<file path="src/rtl/range_sweep_pkg.sv">
// rtl/range_sweep_pkg.sv - shared widths, FSM state type and helpers for range_sweep
package range_sweep_pkg;

   localparam int DEFAULT_RAM_WORDS  = 16;
   localparam int DEFAULT_LANES      = 2;
   localparam int DEFAULT_N_BITS     = 32;
   localparam int DEFAULT_COUNT_BITS = 16;

   typedef enum logic [1:0] {
      ST_IDLE  = 2'd0,
      ST_RUN   = 2'd1,
      ST_FLUSH = 2'd2
   } sweep_state_e;

   // Address width for a RAM of the given depth, never narrower than one bit
   function automatic int addr_bits(input int words);
      return (words > 1) ? $clog2(words) : 1;
   endfunction

endpackage

</file>
<file path="src/rtl/range_sweep_collatz_lane.sv">
// rtl/range_sweep_collatz_lane.sv - one Collatz lane: load a start value, step to 1, hold the count
module collatz_lane
   import range_sweep_pkg::*;
#(
   parameter int N_BITS     = DEFAULT_N_BITS,
   parameter int COUNT_BITS = DEFAULT_COUNT_BITS
) (
   input  logic                  clk,
   input  logic                  rst_n,
   input  logic                  load,
   input  logic [N_BITS-1:0]     n,
   output logic                  busy,
   output logic                  done,
   output logic [COUNT_BITS-1:0] count,
   input  logic                  ack
);

   localparam logic [COUNT_BITS-1:0] CNT_MAX = {COUNT_BITS{1'b1}};

   logic                  busy_q, busy_d;
   logic                  done_q, done_d;
   logic [N_BITS-1:0]     val_q, val_d;
   logic [COUNT_BITS-1:0] cnt_q, cnt_d;
   logic [N_BITS+1:0]     step3;

   // One Collatz step per cycle; the result is held until the top acknowledges the write
   always_comb begin
      busy_d = busy_q;
      done_d = done_q;
      val_d  = val_q;
      cnt_d  = cnt_q;
      step3  = ({2'b00, val_q} << 1) + {2'b00, val_q} + (N_BITS+2)'(1);
      if (load) begin
         busy_d = 1'b1;
         done_d = 1'b0;
         val_d  = n;
         cnt_d  = COUNT_BITS'(1);
      end else if (busy_q) begin
         if (val_q == '0) begin
            busy_d = 1'b0;
            done_d = 1'b1;
            cnt_d  = '0;
         end else if (val_q == N_BITS'(1)) begin
            busy_d = 1'b0;
            done_d = 1'b1;
         end else if (cnt_q == CNT_MAX) begin
            busy_d = 1'b0;
            done_d = 1'b1;
         end else if (val_q[0] && (step3[N_BITS+1:N_BITS] != 2'b00)) begin
            // 3n+1 no longer fits the datapath: report a saturated count
            busy_d = 1'b0;
            done_d = 1'b1;
            cnt_d  = CNT_MAX;
         end else begin
            val_d = val_q[0] ? step3[N_BITS-1:0] : (val_q >> 1);
            cnt_d = cnt_q + COUNT_BITS'(1);
         end
      end else if (done_q && ack) begin
         done_d = 1'b0;
      end
   end

   // Lane state registers
   always_ff @(posedge clk or negedge rst_n) begin
      if (!rst_n) begin
         busy_q <= 1'b0;
         done_q <= 1'b0;
         val_q  <= '0;
         cnt_q  <= '0;
      end else begin
         busy_q <= busy_d;
         done_q <= done_d;
         val_q  <= val_d;
         cnt_q  <= cnt_d;
      end
   end

   assign busy  = busy_q;
   assign done  = done_q;
   assign count = cnt_q;

endmodule

</file>
<file path="src/rtl/range_sweep.sv">
// rtl/range_sweep.sv - sweep consecutive start values over Collatz lanes into a count RAM (option: RANGE_SWEEP_MAX_TRACK_EN)
module range_sweep
   import range_sweep_pkg::*;
#(
   parameter int  RAM_WORDS     = DEFAULT_RAM_WORDS,
   parameter int  LANES         = DEFAULT_LANES,
   parameter int  N_BITS        = DEFAULT_N_BITS,
   parameter int  COUNT_BITS    = DEFAULT_COUNT_BITS,
   localparam int RAM_ADDR_BITS = addr_bits(RAM_WORDS)
) (
   input  logic                     clk,
   input  logic                     rst_n,
   input  logic                     go,
   input  logic [N_BITS-1:0]        start,
   input  logic [RAM_ADDR_BITS-1:0] rd_addr,
   output logic                     busy,
   output logic                     done,
   output logic [COUNT_BITS-1:0]    count
`ifdef RANGE_SWEEP_MAX_TRACK_EN
   ,
   output logic [COUNT_BITS-1:0]    max_count,
   output logic [N_BITS-1:0]        max_start
`endif
);

   localparam int               CNT_W     = RAM_ADDR_BITS + 1;
   localparam int               RAM_DEPTH = 1 << RAM_ADDR_BITS;
   localparam logic [CNT_W-1:0] LAST_K    = CNT_W'(RAM_WORDS - 1);

   sweep_state_e              state_q, state_d;
   logic [N_BITS-1:0]         start_q, start_d;
   logic [CNT_W-1:0]          issue_q, issue_d;
   logic [CNT_W-1:0]          wr_cnt_q, wr_cnt_d;
   logic                      done_q, done_d;
   logic [COUNT_BITS-1:0]     count_q, count_d;
   logic [RAM_ADDR_BITS-1:0]  tag_q [LANES];
   logic [RAM_ADDR_BITS-1:0]  tag_d [LANES];
   logic [COUNT_BITS-1:0]     ram_q [RAM_DEPTH];

   logic [LANES-1:0]          lane_load, lane_busy, lane_done, lane_ack;
   logic [COUNT_BITS-1:0]     lane_count [LANES];
   logic [N_BITS-1:0]         issue_val;
   logic                      accept_go, issue_en, wr_en, last_wr;
   logic [RAM_ADDR_BITS-1:0]  wr_addr;
   logic [COUNT_BITS-1:0]     wr_data;

   assign accept_go = (state_q == ST_IDLE) && go;
   assign issue_val = start_q + N_BITS'(issue_q);

   for (genvar g = 0; g < LANES; g++) begin : g_lane
      collatz_lane #(
         .N_BITS    (N_BITS),
         .COUNT_BITS(COUNT_BITS)
      ) u_lane (
         .clk  (clk),
         .rst_n(rst_n),
         .load (lane_load[g]),
         .n    (issue_val),
         .busy (lane_busy[g]),
         .done (lane_done[g]),
         .count(lane_count[g]),
         .ack  (lane_ack[g])
      );
   end

   // Issue the next start value to the lowest-index idle lane, remembering its RAM slot
   always_comb begin
      issue_en  = 1'b0;
      lane_load = '0;
      for (int i = 0; i < LANES; i++) tag_d[i] = tag_q[i];
      if (state_q == ST_RUN) begin
         for (int i = 0; i < LANES; i++) begin
            if (!issue_en && !lane_busy[i] && !lane_done[i]) begin
               issue_en     = 1'b1;
               lane_load[i] = 1'b1;
               tag_d[i]     = issue_q[RAM_ADDR_BITS-1:0];
            end
         end
      end
   end

   // Grant the single RAM write to the lowest-index lane holding a result
   always_comb begin
      wr_en    = 1'b0;
      wr_addr  = '0;
      wr_data  = '0;
      lane_ack = '0;
      for (int i = 0; i < LANES; i++) begin
         if (!wr_en && lane_done[i]) begin
            wr_en       = 1'b1;
            lane_ack[i] = 1'b1;
            wr_addr     = tag_q[i];
            wr_data     = lane_count[i];
         end
      end
      last_wr = wr_en && (wr_cnt_q == LAST_K);
   end

   // Sweep bookkeeping: latched start, issue/write counters, done pulse and read port
   always_comb begin
      start_d  = start_q;
      issue_d  = issue_q;
      wr_cnt_d = wr_cnt_q;
      if (accept_go) begin
         start_d  = start;
         issue_d  = '0;
         wr_cnt_d = '0;
      end else begin
         if (issue_en) issue_d = issue_q + CNT_W'(1);
         if (wr_en) wr_cnt_d = wr_cnt_q + CNT_W'(1);
      end
      done_d  = last_wr && (state_q != ST_IDLE);
      count_d = count_q;
      if (!(wr_en && (wr_addr == rd_addr))) count_d = ram_q[rd_addr];
   end

   // FSM next state
   always_comb begin
      state_d = state_q;
      case (state_q)
         ST_IDLE:  if (go) state_d = ST_RUN;
         ST_RUN:   if (issue_en && (issue_q == LAST_K)) state_d = ST_FLUSH;
         ST_FLUSH: if (last_wr) state_d = ST_IDLE;
         default:  state_d = ST_IDLE;
      endcase
   end

   // FSM outputs
   always_comb begin
      busy  = (state_q != ST_IDLE);
      done  = done_q;
      count = count_q;
   end

   // State and control registers
   always_ff @(posedge clk or negedge rst_n) begin
      if (!rst_n) begin
         state_q  <= ST_IDLE;
         start_q  <= '0;
         issue_q  <= '0;
         wr_cnt_q <= '0;
         done_q   <= 1'b0;
         count_q  <= '0;
         for (int i = 0; i < LANES; i++) tag_q[i] <= '0;
      end else begin
         state_q  <= state_d;
         start_q  <= start_d;
         issue_q  <= issue_d;
         wr_cnt_q <= wr_cnt_d;
         done_q   <= done_d;
         count_q  <= count_d;
         for (int i = 0; i < LANES; i++) tag_q[i] <= tag_d[i];
      end
   end

   // Result RAM survives reset so a completed sweep can still be read
   always_ff @(posedge clk) begin
      if (wr_en) ram_q[wr_addr] <= wr_data;
   end

`ifdef RANGE_SWEEP_MAX_TRACK_EN
   logic [COUNT_BITS-1:0] max_count_q, max_count_d;
   logic [N_BITS-1:0]     max_start_q, max_start_d;

   // Track the largest count written; strict compare keeps the earliest on ties
   always_comb begin
      max_count_d = max_count_q;
      max_start_d = max_start_q;
      if (accept_go) begin
         max_count_d = '0;
         max_start_d = '0;
      end else if (wr_en && (wr_data > max_count_q)) begin
         max_count_d = wr_data;
         max_start_d = start_q + N_BITS'(wr_addr);
      end
   end

   // Maximum tracking registers
   always_ff @(posedge clk or negedge rst_n) begin
      if (!rst_n) begin
         max_count_q <= '0;
         max_start_q <= '0;
      end else begin
         max_count_q <= max_count_d;
         max_start_q <= max_start_d;
      end
   end

   assign max_count = max_count_q;
   assign max_start = max_start_q;
`endif

endmodule

</file>
<file path="config.mk">
export PLATFORM = sky130hd
export DESIGN_NAME = range_sweep
export DESIGN_NICKNAME = d
export VERILOG_FILES = /design/src/rtl/range_sweep_pkg.sv /design/src/rtl/range_sweep_collatz_lane.sv /design/src/rtl/range_sweep.sv
export SDC_FILE = /design/constraint.sdc
export NUM_CORES = 1
export LEC_CHECK = 0
export CORE_MARGIN = 5
export CORE_UTILIZATION = 50
export CTS_CLUSTER_DIAMETER = 200
export DETAILED_ROUTE_END_ITERATION = 7
export GPL_TIMING_DRIVEN = 1
export PLACE_DENSITY = 0.67
export SKIP_LAST_GASP = 1
export SLEW_MARGIN = 20
export SYNTH_ARGS = -nofsm -noshare
export SYNTH_HDL_FRONTEND = slang
export SYNTH_SLANG_ARGS = --single-unit
</file>
<file path="constraint.sdc">
create_clock -name clk -period 6.2 [get_ports clk]
set_clock_uncertainty 0.15 [all_clocks]
set_input_delay 0.93 -clock clk [delete_from_list [all_inputs] [get_ports clk]]
set_output_delay 0.93 -clock clk [all_outputs]
set_load 0.01 [all_outputs]
</file>
==> flow_metrics.env, run 1 <==
export IMPL_grt_max_degree=91
export IMPL_fin_crit_ns=4.69
export IMPL_routed_wl_um=58400
export IMPL_fmax_ghz=0.213
export IMPL_r2r_start="g_lane[0].u_lane.val_q[0]$_DFFE_PN0P_"
export IMPL_crit_buf_inv=3
export IMPL_synth_cell_types=76
export IMPL_ys_seq_area_frac=0.515
export IMPL_p_leak_nw=10.3
export IMPL_yosys_area_top_type="edfxtp_1"
export IMPL_htree_num_levels=2
export IMPL_gp_congestion=0.918
export IMPL_routed_via_density=6.07
export IMPL_critPathLaunchType="flop"
export IMPL_fin_total_pwr_mw=14.8
export IMPL_peakVddDrop_mv=0.378
export IMPL_clock_latency_ns=0.59
export IMPL_cpMaxStageDelayCell="o311ai_1"
export IMPL_rows=78
export IMPL_start_util=0.507
export IMPL_final_util=0.567
export IMPL_n_fill_cell=3723
export IMPL_synthToLayoutAreaGrowth_pct=11.7
export IMPL_slew_viol_final=0
export IMPL_drc=0
export IMPL_r2r_cells=13
export IMPL_synth_main_ff_cell="edfxtp_1"
export IMPL_grt_overflow=0
export IMPL_first_pass_iters=5
export IMPL_drtIter0Drc=1358
export IMPL_fin_crit_sh=0.757
export IMPL_cts_hold_buf=0
export IMPL_async_reset_ff_frac=0.398
export IMPL_ys_warnings_count=0
export IMPL_syn_nets=2109
export IMPL_cts_sinks=425
export IMPL_wl_per_cell_um=22.1
export IMPL_critPathKind="reg -> reg"
export IMPL_fin_cells=2637
export IMPL_die_w_um=225
export IMPL_hold_path_class="in -> async"
export IMPL_synth_top_area_frac=0.332
export IMPL_maxCapViolCount=0
export IMPL_cts_setup_buffers=0
export IMPL_syn_area_per_cell_sq_um=11.8
export IMPL_worst_path_max_fanout=54
export IMPL_hpwl_um=39200
export IMPL_crit_path_end_kind="flop"
export IMPL_vias=15997
export IMPL_grt_pass1_wl_um=90900
export IMPL_r2r_end="g_lane[0].u_lane.val_q[13]$_DFFE_PN0P_"
export IMPL_synth_edf_count=256
export IMPL_synthTopCellsByArea="edfxtp_1 (33%), dfrtp_1 (18%), mux4_2 (7.8%)"
export IMPL_io_pins=57
export IMPL_grt_pass1_vias=15932
export IMPL_ctsResizeCount=0
export IMPL_fin_ws_ns=1.51
export IMPL_outcome="completed"
export IMPL_cts_buffer_depth=3
export IMPL_place_inst=2554
export IMPL_grt_antenna_before_repair=0
export IMPL_nets=2158
export IMPL_cts_root_buffer_cell="clkbuf_16"
export IMPL_grt_util_all_layers=0.229
export IMPL_diodes=0
export IMPL_core_area_sq_um=45600
export IMPL_io_buffers=56
export IMPL_ant_nets=0
export IMPL_syn_inst=1952
export IMPL_finalHoldViolCount=0
export IMPL_rsz0062_at_grt="no"
export IMPL_relSlewSlack=0.318
export IMPL_p_per_area_nw_per_um2=571
export IMPL_slowest_delay_ns=0.48
export IMPL_numCtsBuffers=45
export IMPL_rrSetupSlack_ns=1.51
export IMPL_setup_violations=0
export IMPL_clk_pin_slew_worst_paths_ns=0.06
export IMPL_place_ws_ns=1.53
export IMPL_drive_above_1_share=0.142
export IMPL_die_area_sq_um=50700
export IMPL_tightest_slew_ns=1.02
export IMPL_final_setup_tns_ns=0
export IMPL_ys_seq_elements=425
export IMPL_syn_area_sq_um=23100
export IMPL_crit_chain="buf_4 > clkinv_1 > ha_1 > a21oi_1 > o22ai_1 > o311ai_1 > o21ai_1 > a31oi_1 > o31ai_1 > o21ai_2 > a21oi_4 > inv_4 > mux2_2"
export IMPL_crit_family="compound AO/OA/AOI/OAI gates"
export IMPL_fp_dieH_um=225
export IMPL_crit_arrival_ns=5.00
export IMPL_cts_tree="yes"
export IMPL_critPathRequiredTime_ns=6.51
[through the flow]
stage | cell area (sq um) | hold slack (ns)
after global routing | 25800 | 0.364
final | 25800 | 0.312
after floorplan | 23100 | 0.287
after global placement | 24400 | 0.301
after detailed placement | 24400 | 0.325
after CTS | 25800 | 0.318
[cell usage in the layout (no fill, tap or decap), types with 9 or more instances in the layout]
cell type,instances
a211oi_1,25
a21boi_0,11
a21o_1,25
a21oi_1,149
a22o_1,22
a31oi_1,12
and3_1,25
buf_4,34
clkbuf_1,9
clkbuf_16,45
clkdlybuf4s50_1,53
clkinv_2,10
dfrtp_1,168
edfxtp_1,256
ha_1,115
inv_1,107
mux2_2,65
mux2i_1,46
mux4_2,80
nand2_1,119
nand2b_1,10
nand3_1,45
nand4_1,21
nor2_1,155
nor2_2,9
nor2b_1,12
nor3_1,25
o211ai_1,17
o21ai_0,111
o21bai_1,15
o31ai_1,14
xnor2_1,57
xor2_1,33
[final cells by class]
| type | count | area [sq um] | area share |
|---|---|---|---|
| multi-input cells | 1331 | 10500 | 0.406 |
| clock inverters | 24 | 230 | 0.00891 |
| repair buffers | 89 | 805 | 0.0311 |
| flip-flops and latches | 425 | 11900 | 0.461 |
| well taps | 600 | 751 | 0.0291 |
| clock buffers | 59 | 1230 | 0.0475 |
| inverters | 109 | 412 | 0.0159 |
[registers in the layout, indices dropped and copies added, names as in the netlist, named ones only]
signal / cells
issue_q: 5
count: 16
ram_q: 256
g_lane.u_lane.val_q: 62
g_lane.u_lane.count: 32
done: 1
start_q: 32
wr_cnt_q: 5
g_lane.u_lane.busy: 2
tag_q: 8
state_q: 2
g_lane.u_lane.done: 2
[cells in the mapped netlist, types with 5 or more instances]
| library cell | n |
|---|---|
| a22oi_1 | 8 |
| a21oi_1 | 151 |
| and2_1 | 5 |
| buf_2 | 5 |
| nand2b_1 | 10 |
| nand4_1 | 21 |
| o31ai_1 | 14 |
| clkbuf_1 | 66 |
| a31oi_1 | 12 |
| o21a_1 | 8 |
| buf_1 | 14 |
| o21ai_0 | 111 |
| a211o_1 | 5 |
| nand2_1 | 119 |
| mux2i_1 | 46 |
| nor2_1 | 165 |
| o21bai_1 | 15 |
| and3_1 | 25 |
| nor3_1 | 26 |
| a211oi_1 | 25 |
| xor2_1 | 33 |
| xnor2_1 | 57 |
| a21boi_0 | 11 |
| o211ai_1 | 17 |
| ha_1 | 115 |
| mux2_2 | 65 |
| or2_2 | 5 |
| edfxtp_1 | 256 |
| a21o_1 | 25 |
| mux2_4 | 7 |
| dfrtp_1 | 169 |
| mux4_2 | 80 |
| a22o_1 | 22 |
| nand3_1 | 45 |
| nor2b_1 | 12 |
| inv_1 | 107 |
[worst max-delay path by stage]
stage,from,depth (start not counted),end
after floorplan,g_lane[1].u_lane.val_q[0]$_DFFE_PN0P_,14,g_lane[1].u_lane.val_q[11]$_DFFE_PN0P_
after global routing,g_lane[0].u_lane.val_q[0]$_DFFE_PN0P_,13,g_lane[0].u_lane.val_q[12]$_DFFE_PN0P_
after global placement,g_lane[0].u_lane.val_q[0]$_DFFE_PN0P_,13,g_lane[0].u_lane.val_q[13]$_DFFE_PN0P_
after detailed placement,g_lane[0].u_lane.val_q[0]$_DFFE_PN0P_,13,g_lane[0].u_lane.val_q[13]$_DFFE_PN0P_
final,g_lane[0].u_lane.val_q[0]$_DFFE_PN0P_,13,g_lane[0].u_lane.val_q[13]$_DFFE_PN0P_
after CTS,g_lane[0].u_lane.val_q[0]$_DFFE_PN0P_,13,g_lane[0].u_lane.val_q[13]$_DFFE_PN0P_
[layer usage]
layer / vias up / global-route usage / wire, um
met5: - / 0 / 0
met4: 0 / 0.0829 / 2030
met3: 114 / 0.0279 / 2940
met2: 526 / 0.391 / 29200
met1: 7989 / 0.305 / 24200
li1: 7368 / - / -
[logic make-up after synthesis]
kind of cell / Yosys count / share of synthesized area
compound gates: 470 / 0.129
simple gates: 453 / 0.0890
fa+ha+maj: 118 / 0.0648
mux: 200 / 0.135
flops: 425 / 0.515
xor+xnor: 90 / 0.0341
buf+inv: 196 / 0.0327
[where the power goes]
| part | switching [mW] | internal [mW] | total [mW] |
|---|---|---|---|
| registers | 0.680 | 3.87 | 4.55 |
| clock network | 1.15 | 1.53 | 2.68 |
| logic | 4.47 | 3.07 | 7.53 |
Note: power is estimated with default switching activity, not from simulation.
==> run 2, diff against run 1 <==
==> constraint.sdc (replaced) <==
create_clock -name clk -period 4.8 [get_ports clk]
set_clock_uncertainty 0.15 [all_clocks]
set_input_delay 0.72 -clock clk [delete_from_list [all_inputs] [get_ports clk]]
set_output_delay 0.72 -clock clk [all_outputs]
set_load 0.01 [all_outputs]
==> flow_metrics.env, run 2 (synthesis results as in run 1) <==
export IMPL_outcome="completed"
export IMPL_final_cell_mix="edfxtp_1 (256), dfrtp_1 (168), nor2_1 (155)"
export IMPL_start_util=0.507
export IMPL_core_area_sq_um=45600
export IMPL_drc=0
export IMPL_power_switching_mw=8.07
export IMPL_p_per_area_nw_per_um2=736
export IMPL_drtIter0Drc=1206
export IMPL_ctsResizeCount=0
export IMPL_largest_reg_flops=256
export IMPL_drive_above_1_share=0.143
export IMPL_diodes=0
export IMPL_finalHoldViolCount=0
export IMPL_crit_arrival_ns=4.45
export IMPL_io_buffers=56
export IMPL_use_met2=0.388
export IMPL_routed_wl_um=57300
export IMPL_cts_tree="yes"
export IMPL_n_fill_cell=3778
export IMPL_tightest_slew_ns=1.01
export IMPL_slew_viol_final=0
export IMPL_slowest_delay_ns=0.50
export IMPL_htree_num_levels=2
export IMPL_grt_overflow=0
export IMPL_rows=78
export IMPL_relSlewSlack=0.327
export IMPL_combinationalPowerShare=0.510
export IMPL_nets=2164
export IMPL_io_pins=57
export IMPL_die_area_sq_um=50700
export IMPL_power_frac_seq=0.306
export IMPL_use_met3=0.0327
export IMPL_fin_crit_ns=4.13
export IMPL_cts_hold_buf=0
export IMPL_p_int_mw=11.0
export IMPL_cts_root_buffer_cell="clkbuf_16"
export IMPL_cpMaxStageDelayCell="o311ai_1"
export IMPL_fin_cells=2642
export IMPL_grt_util_all_layers=0.226
export IMPL_grt_max_degree=73
export IMPL_p_leak_nw=10.3
export IMPL_numCtsBuffers=45
export IMPL_clk_pin_slew_worst_paths_ns=0.07
export IMPL_swShare=0.423
export IMPL_largestRegisters="ram_q x256, g_lane.u_lane.val_q x62"
export IMPL_die_w_um=225
export IMPL_final_setup_tns_ns=0
export IMPL_grt_pass1_vias=16093
export IMPL_critPathRequiredTime_ns=5.12
export IMPL_fin_crit_sh=0.860
export IMPL_crit_chain="inv_1 > ha_1 > a21oi_2 > o22ai_1 > o311ai_1 > o21ai_1 > a31oi_1 > o31ai_1 > o21ai_2 > a21oi_4 > inv_4 > mux2_2"
export IMPL_top_register="ram_q"
export IMPL_maxCapViolCount=0
export IMPL_clock_latency_ns=0.60
export IMPL_place_inst=2560
export IMPL_synthToLayoutAreaGrowth_pct=12.0
export IMPL_routed_via_density=5.98
export IMPL_critPathKind="reg -> reg"
export IMPL_crit_path_end_kind="flop"
export IMPL_hold_path_class="in -> async"
export IMPL_p_clk_frac=0.183
export IMPL_gp_congestion=0.947
export IMPL_vias=15791
export IMPL_cts_setup_buffers=0
export IMPL_fp_dieH_um=225
export IMPL_grt_antenna_before_repair=0
export IMPL_setup_violations=0
export IMPL_wl_per_cell_um=21.7
export IMPL_cts_buffer_depth=3
export IMPL_final_util=0.568
export IMPL_hpwl_um=38400
export IMPL_cts_sinks=425
export IMPL_peakVddDrop_mv=0.369
export IMPL_rsz0062_at_grt="no"
export IMPL_worst_path_max_fanout=24
export IMPL_mostFrequentLayoutCell="edfxtp_1"
export IMPL_fmax_ghz=0.242
export IMPL_first_pass_iters=5
export IMPL_grt_busiest_layer="met2"
export IMPL_ant_nets=0
export IMPL_critPathLaunchType="flop"
export IMPL_use_met1=0.299
export IMPL_grt_pass1_wl_um=90600
==> run 2: cell count changes in the layout (fill, tap and decap cells not counted), sizes merged <==
cell / before / now
buf: 35 / 41
bufinv: 3 / 4
clkbuf: 60 / 61
clkinv: 16 / 15
clkinvlp: 3 / 2
inv: 111 / 110
==> run 2: worst max-delay path, delay by kind of cell (launching register included) <==
kind,cells,cell delay [ns]
AOI/OAI and AO/OA,8,2.19
buffers and inverters,2,0.49
DFF,1,0.39
adders and majority gates,1,0.38
muxes,1,0.38
==> run 2: path summary, 6_finish.rpt <==
path	startpoint	depth (start not counted)	slack, ns	to
worst max-delay path	g_lane[0].u_lane.val_q[2]$_DFFE_PN0P_	12	0.67	g_lane[0].u_lane.val_q[13]$_DFFE_PN0P_
worst min-delay path	rst_n	1	0.04	issue_q[3]$_DFFE_PN0P_
worst max register to register	g_lane[0].u_lane.val_q[2]$_DFFE_PN0P_	12	0.67	g_lane[0].u_lane.val_q[13]$_DFFE_PN0P_
worst min register to register	state_q[1]$_DFFE_PN0P_	1	0.33	state_q[0]$_DFFE_PN0P_
max in group asynchronous	rst_n	2	3.47	tag_q[6]$_DFFE_PN0P_
min in group clk	state_q[1]$_DFFE_PN0P_	1	0.33	state_q[0]$_DFFE_PN0P_
==> run 2: per-layer routing <==
metal  routed length [um]  share of wire
met5                    0              0
met1                24300           0.42
met2                28600           0.50
met3                 2500          0.044
met4                 1840          0.032
==> run 2: cell type report <==
type | count | area [sq um] | area share
flip-flops and latches | 425 | 11900 | 0.460
multi-input cells | 1331 | 10500 | 0.405
clock buffers | 60 | 1210 | 0.0468
repair buffers | 95 | 875 | 0.0338
well taps | 600 | 751 | 0.0290
inverters | 109 | 412 | 0.0159
clock inverters | 22 | 243 | 0.00937
==> run 2: power by group through the flow <==
| stage | Sequential [mW] | Clock [mW] | Combinational [mW] |
|---|---|---|---|
| 2_1_floorplan | 5.62 | 0 | 7.34 |
| 3_3_place_gp | 5.85 | 0 | 9.46 |
| 3_5_place_dp | 5.90 | 0 | 9.64 |
| 4_1_cts | 5.84 | 3.57 | 9.70 |
| 5_1_grt | 5.96 | 3.72 | 10.8 |
| 6_report | 5.85 | 3.50 | 9.73 |
==> run 2: through the flow <==
step	setup slack (ns)	hold slack, ns	area (sq um)	total power, mW
after global routing	0.412	0.0736	25900	20.4
after detailed placement	0.704	0.311	24400	15.5
after CTS	0.681	0.0334	25900	19.1
final	0.673	0.0381	25900	19.1
after floorplan	1.19	0.274	23100	13.0
after global placement	0.987	0.305	24400	15.3
==> run 3, diff against run 2 <==
--- a/config.mk
+++ b/config.mk
@@ -8,6 +8,7 @@
 export CORE_MARGIN = 5
 export CORE_UTILIZATION = 50
 export CTS_CLUSTER_DIAMETER = 200
+export CTS_CLUSTER_SIZE = 16
 export DETAILED_ROUTE_END_ITERATION = 7
 export GPL_TIMING_DRIVEN = 1
 export PLACE_DENSITY = 0.67
==> flow_metrics.env, run 3 (synthesis results as in run 1) <==
export IMPL_cts_tree="yes"
export IMPL_relSlewSlack=0.327
export IMPL_critPathRequiredTime_ns=5.15
export IMPL_die_area_sq_um=50700
export IMPL_finalHoldViolCount=0
export IMPL_rsz0062_at_grt="no"
export IMPL_cts_root_buffer_cell="clkbuf_16"
export IMPL_grt_pass1_wl_um=89700
export IMPL_hold_path_class="in -> async"
export IMPL_crit_path_end_kind="flop"
export IMPL_fin_crit_sh=0.861
export IMPL_final_cell_mix="edfxtp_1 (256), dfrtp_1 (168), nor2_1 (155)"
export IMPL_die_w_um=225
export IMPL_r2r_start="g_lane[0].u_lane.val_q[2]$_DFFE_PN0P_"
export IMPL_p_per_area_nw_per_um2=711
export IMPL_core_area_sq_um=45600
export IMPL_numCtsBuffers=30
export IMPL_r2r_end="g_lane[0].u_lane.val_q[13]$_DFFE_PN0P_"
export IMPL_grt_antenna_before_repair=0
export IMPL_combinationalPowerShare=0.540
export IMPL_start_util=0.507
export IMPL_cts_buffer_depth=3
export IMPL_p_leak_nw=10.0
export IMPL_rrSetupSlack_ns=0.67
export IMPL_crit_chain="inv_1 > ha_1 > a21oi_2 > o22ai_1 > o311ai_1 > o21ai_1 > a31oi_1 > o31ai_1 > o21ai_2 > a21oi_4 > inv_4 > mux2_2"
export IMPL_io_pins=57
export IMPL_seqCellArea_sq_um=11900
export IMPL_fin_crit_ns=4.13
export IMPL_cpMaxStageDelayCell="o311ai_1"
export IMPL_synthToLayoutAreaGrowth_pct=9.46
export IMPL_diodes=0
export IMPL_grt_util_all_layers=0.222
export IMPL_clk_pin_slew_worst_paths_ns=0.08
export IMPL_routed_wl_um=56400
export IMPL_routed_via_density=6.05
export IMPL_drtIter0Drc=1291
export IMPL_critPathKind="reg -> reg"
export IMPL_cts_sinks=425
export IMPL_largestRegisters="ram_q x256, g_lane.u_lane.val_q x62"
export IMPL_first_pass_iters=5
export IMPL_drc=0
export IMPL_final_setup_tns_ns=0
export IMPL_slowest_delay_ns=0.49
export IMPL_crit_family="compound AO/OA/AOI/OAI gates"
export IMPL_outcome="completed"
export IMPL_swShare=0.435
export IMPL_slew_viol_final=0
export IMPL_p_clk_frac=0.136
export IMPL_vias=15793
export IMPL_ant_nets=0
export IMPL_io_buffers=56
export IMPL_cts_setup_buffers=0
export IMPL_nets=2149
export IMPL_fin_cells=2612
export IMPL_crit_buf_inv=2
export IMPL_maxCapViolCount=0
export IMPL_peakVddDrop_mv=0.371
export IMPL_hpwl_um=38400
export IMPL_drive_above_1_share=0.128
export IMPL_grt_max_degree=73
export IMPL_largest_reg_flops=256
export IMPL_tightest_slew_ns=1.01
export IMPL_setup_violations=0
export IMPL_grt_overflow=0
export IMPL_worst_path_max_fanout=24
export IMPL_n_fill_cell=3825
export IMPL_htree_num_levels=1
export IMPL_place_inst=2560
export IMPL_gp_congestion=0.947
export IMPL_p_int_mw=10.2
export IMPL_critPathLaunchType="flop"
export IMPL_power_switching_mw=7.84
export IMPL_multi_input_area_sq_um=10500
export IMPL_cts_hold_buf=0
export IMPL_crit_arrival_ns=4.48
export IMPL_power_frac_seq=0.324
export IMPL_ctsResizeCount=0
export IMPL_fmax_ghz=0.242
export IMPL_r2r_cells=12
export IMPL_grt_pass1_vias=15841
export IMPL_wl_per_cell_um=21.6
export IMPL_mostFrequentLayoutCell="edfxtp_1"
export IMPL_top_register="ram_q"
export IMPL_fp_dieH_um=225
export IMPL_rows=78
export IMPL_clock_latency_ns=0.62
## run 3: worst register-to-register path, cell delays in order (launching register included)
cell      delay [ns]
dfrtp_1         0.40
inv_1           0.11
ha_1            0.38
a21oi_2         0.25
o22ai_1         0.15
o311ai_1        0.49
o21ai_1         0.25
a31oi_1         0.39
o31ai_1         0.19
o21ai_2         0.30
a21oi_4         0.16
inv_4           0.39
mux2_2          0.41
## run 3: final cells by class
class	instances	area share
Sequential cell	425	0.471
Tap cell	600	0.0297
Clock inverter	2	0.00153
Multi-Input combinational cell	1331	0.415
Inverter	109	0.0163
Clock buffer	50	0.0326
Timing Repair Buffer	95	0.0345
## run 3: layer usage
layer	GRT usage	up-vias	share of wire
met1	0.300	7897	0.42
met5	0	-	0
li1	-	7337	-
met4	0.0605	0	0.030
met3	0.0229	95	0.049
met2	0.385	464	0.50
## run 3: worst max-delay path by stage
stage | start | end | slack [ns] | depth (start not counted)
after floorplan | g_lane[1].u_lane.val_q[0]$_DFFE_PN0P_ | g_lane[1].u_lane.val_q[11]$_DFFE_PN0P_ | 1.19 | 14
after global placement | g_lane[0].u_lane.val_q[2]$_DFFE_PN0P_ | g_lane[0].u_lane.val_q[13]$_DFFE_PN0P_ | 0.99 | 12
after detailed placement | g_lane[0].u_lane.val_q[2]$_DFFE_PN0P_ | g_lane[0].u_lane.val_q[13]$_DFFE_PN0P_ | 0.70 | 12
after CTS | g_lane[0].u_lane.val_q[2]$_DFFE_PN0P_ | g_lane[0].u_lane.val_q[13]$_DFFE_PN0P_ | 0.68 | 12
after global routing | g_lane[0].u_lane.val_q[2]$_DFFE_PN0P_ | g_lane[0].u_lane.val_q[12]$_DFFE_PN0P_ | 0.41 | 12
final | g_lane[0].u_lane.val_q[2]$_DFFE_PN0P_ | g_lane[0].u_lane.val_q[13]$_DFFE_PN0P_ | 0.67 | 12
## run 3: power groups by stage
stage / combinational, mW / clock (mW) / sequential [mW]
after global routing: 10.8 / 2.65 / 5.95
final: 9.72 / 2.45 / 5.84
after floorplan: 7.34 / 0 / 5.62
after global placement: 9.46 / 0 / 5.85
after CTS: 9.69 / 2.51 / 5.83
after detailed placement: 9.64 / 0 / 5.90
## run 3: metrics by stage
stage	power, mW	hold WS, ns	worst slack, ns	area (sq um)	util
2_1_floorplan	13.0	0.274	1.19	23100	-
3_3_place_gp	15.3	0.305	0.987	24400	0.536
3_5_place_dp	15.5	0.311	0.704	24400	0.536
4_1_cts	18.0	0.0132	0.677	25300	0.555
5_1_grt	19.4	0.0480	0.409	25300	0.555
6_report	18.0	0.00615	0.665	25300	0.555
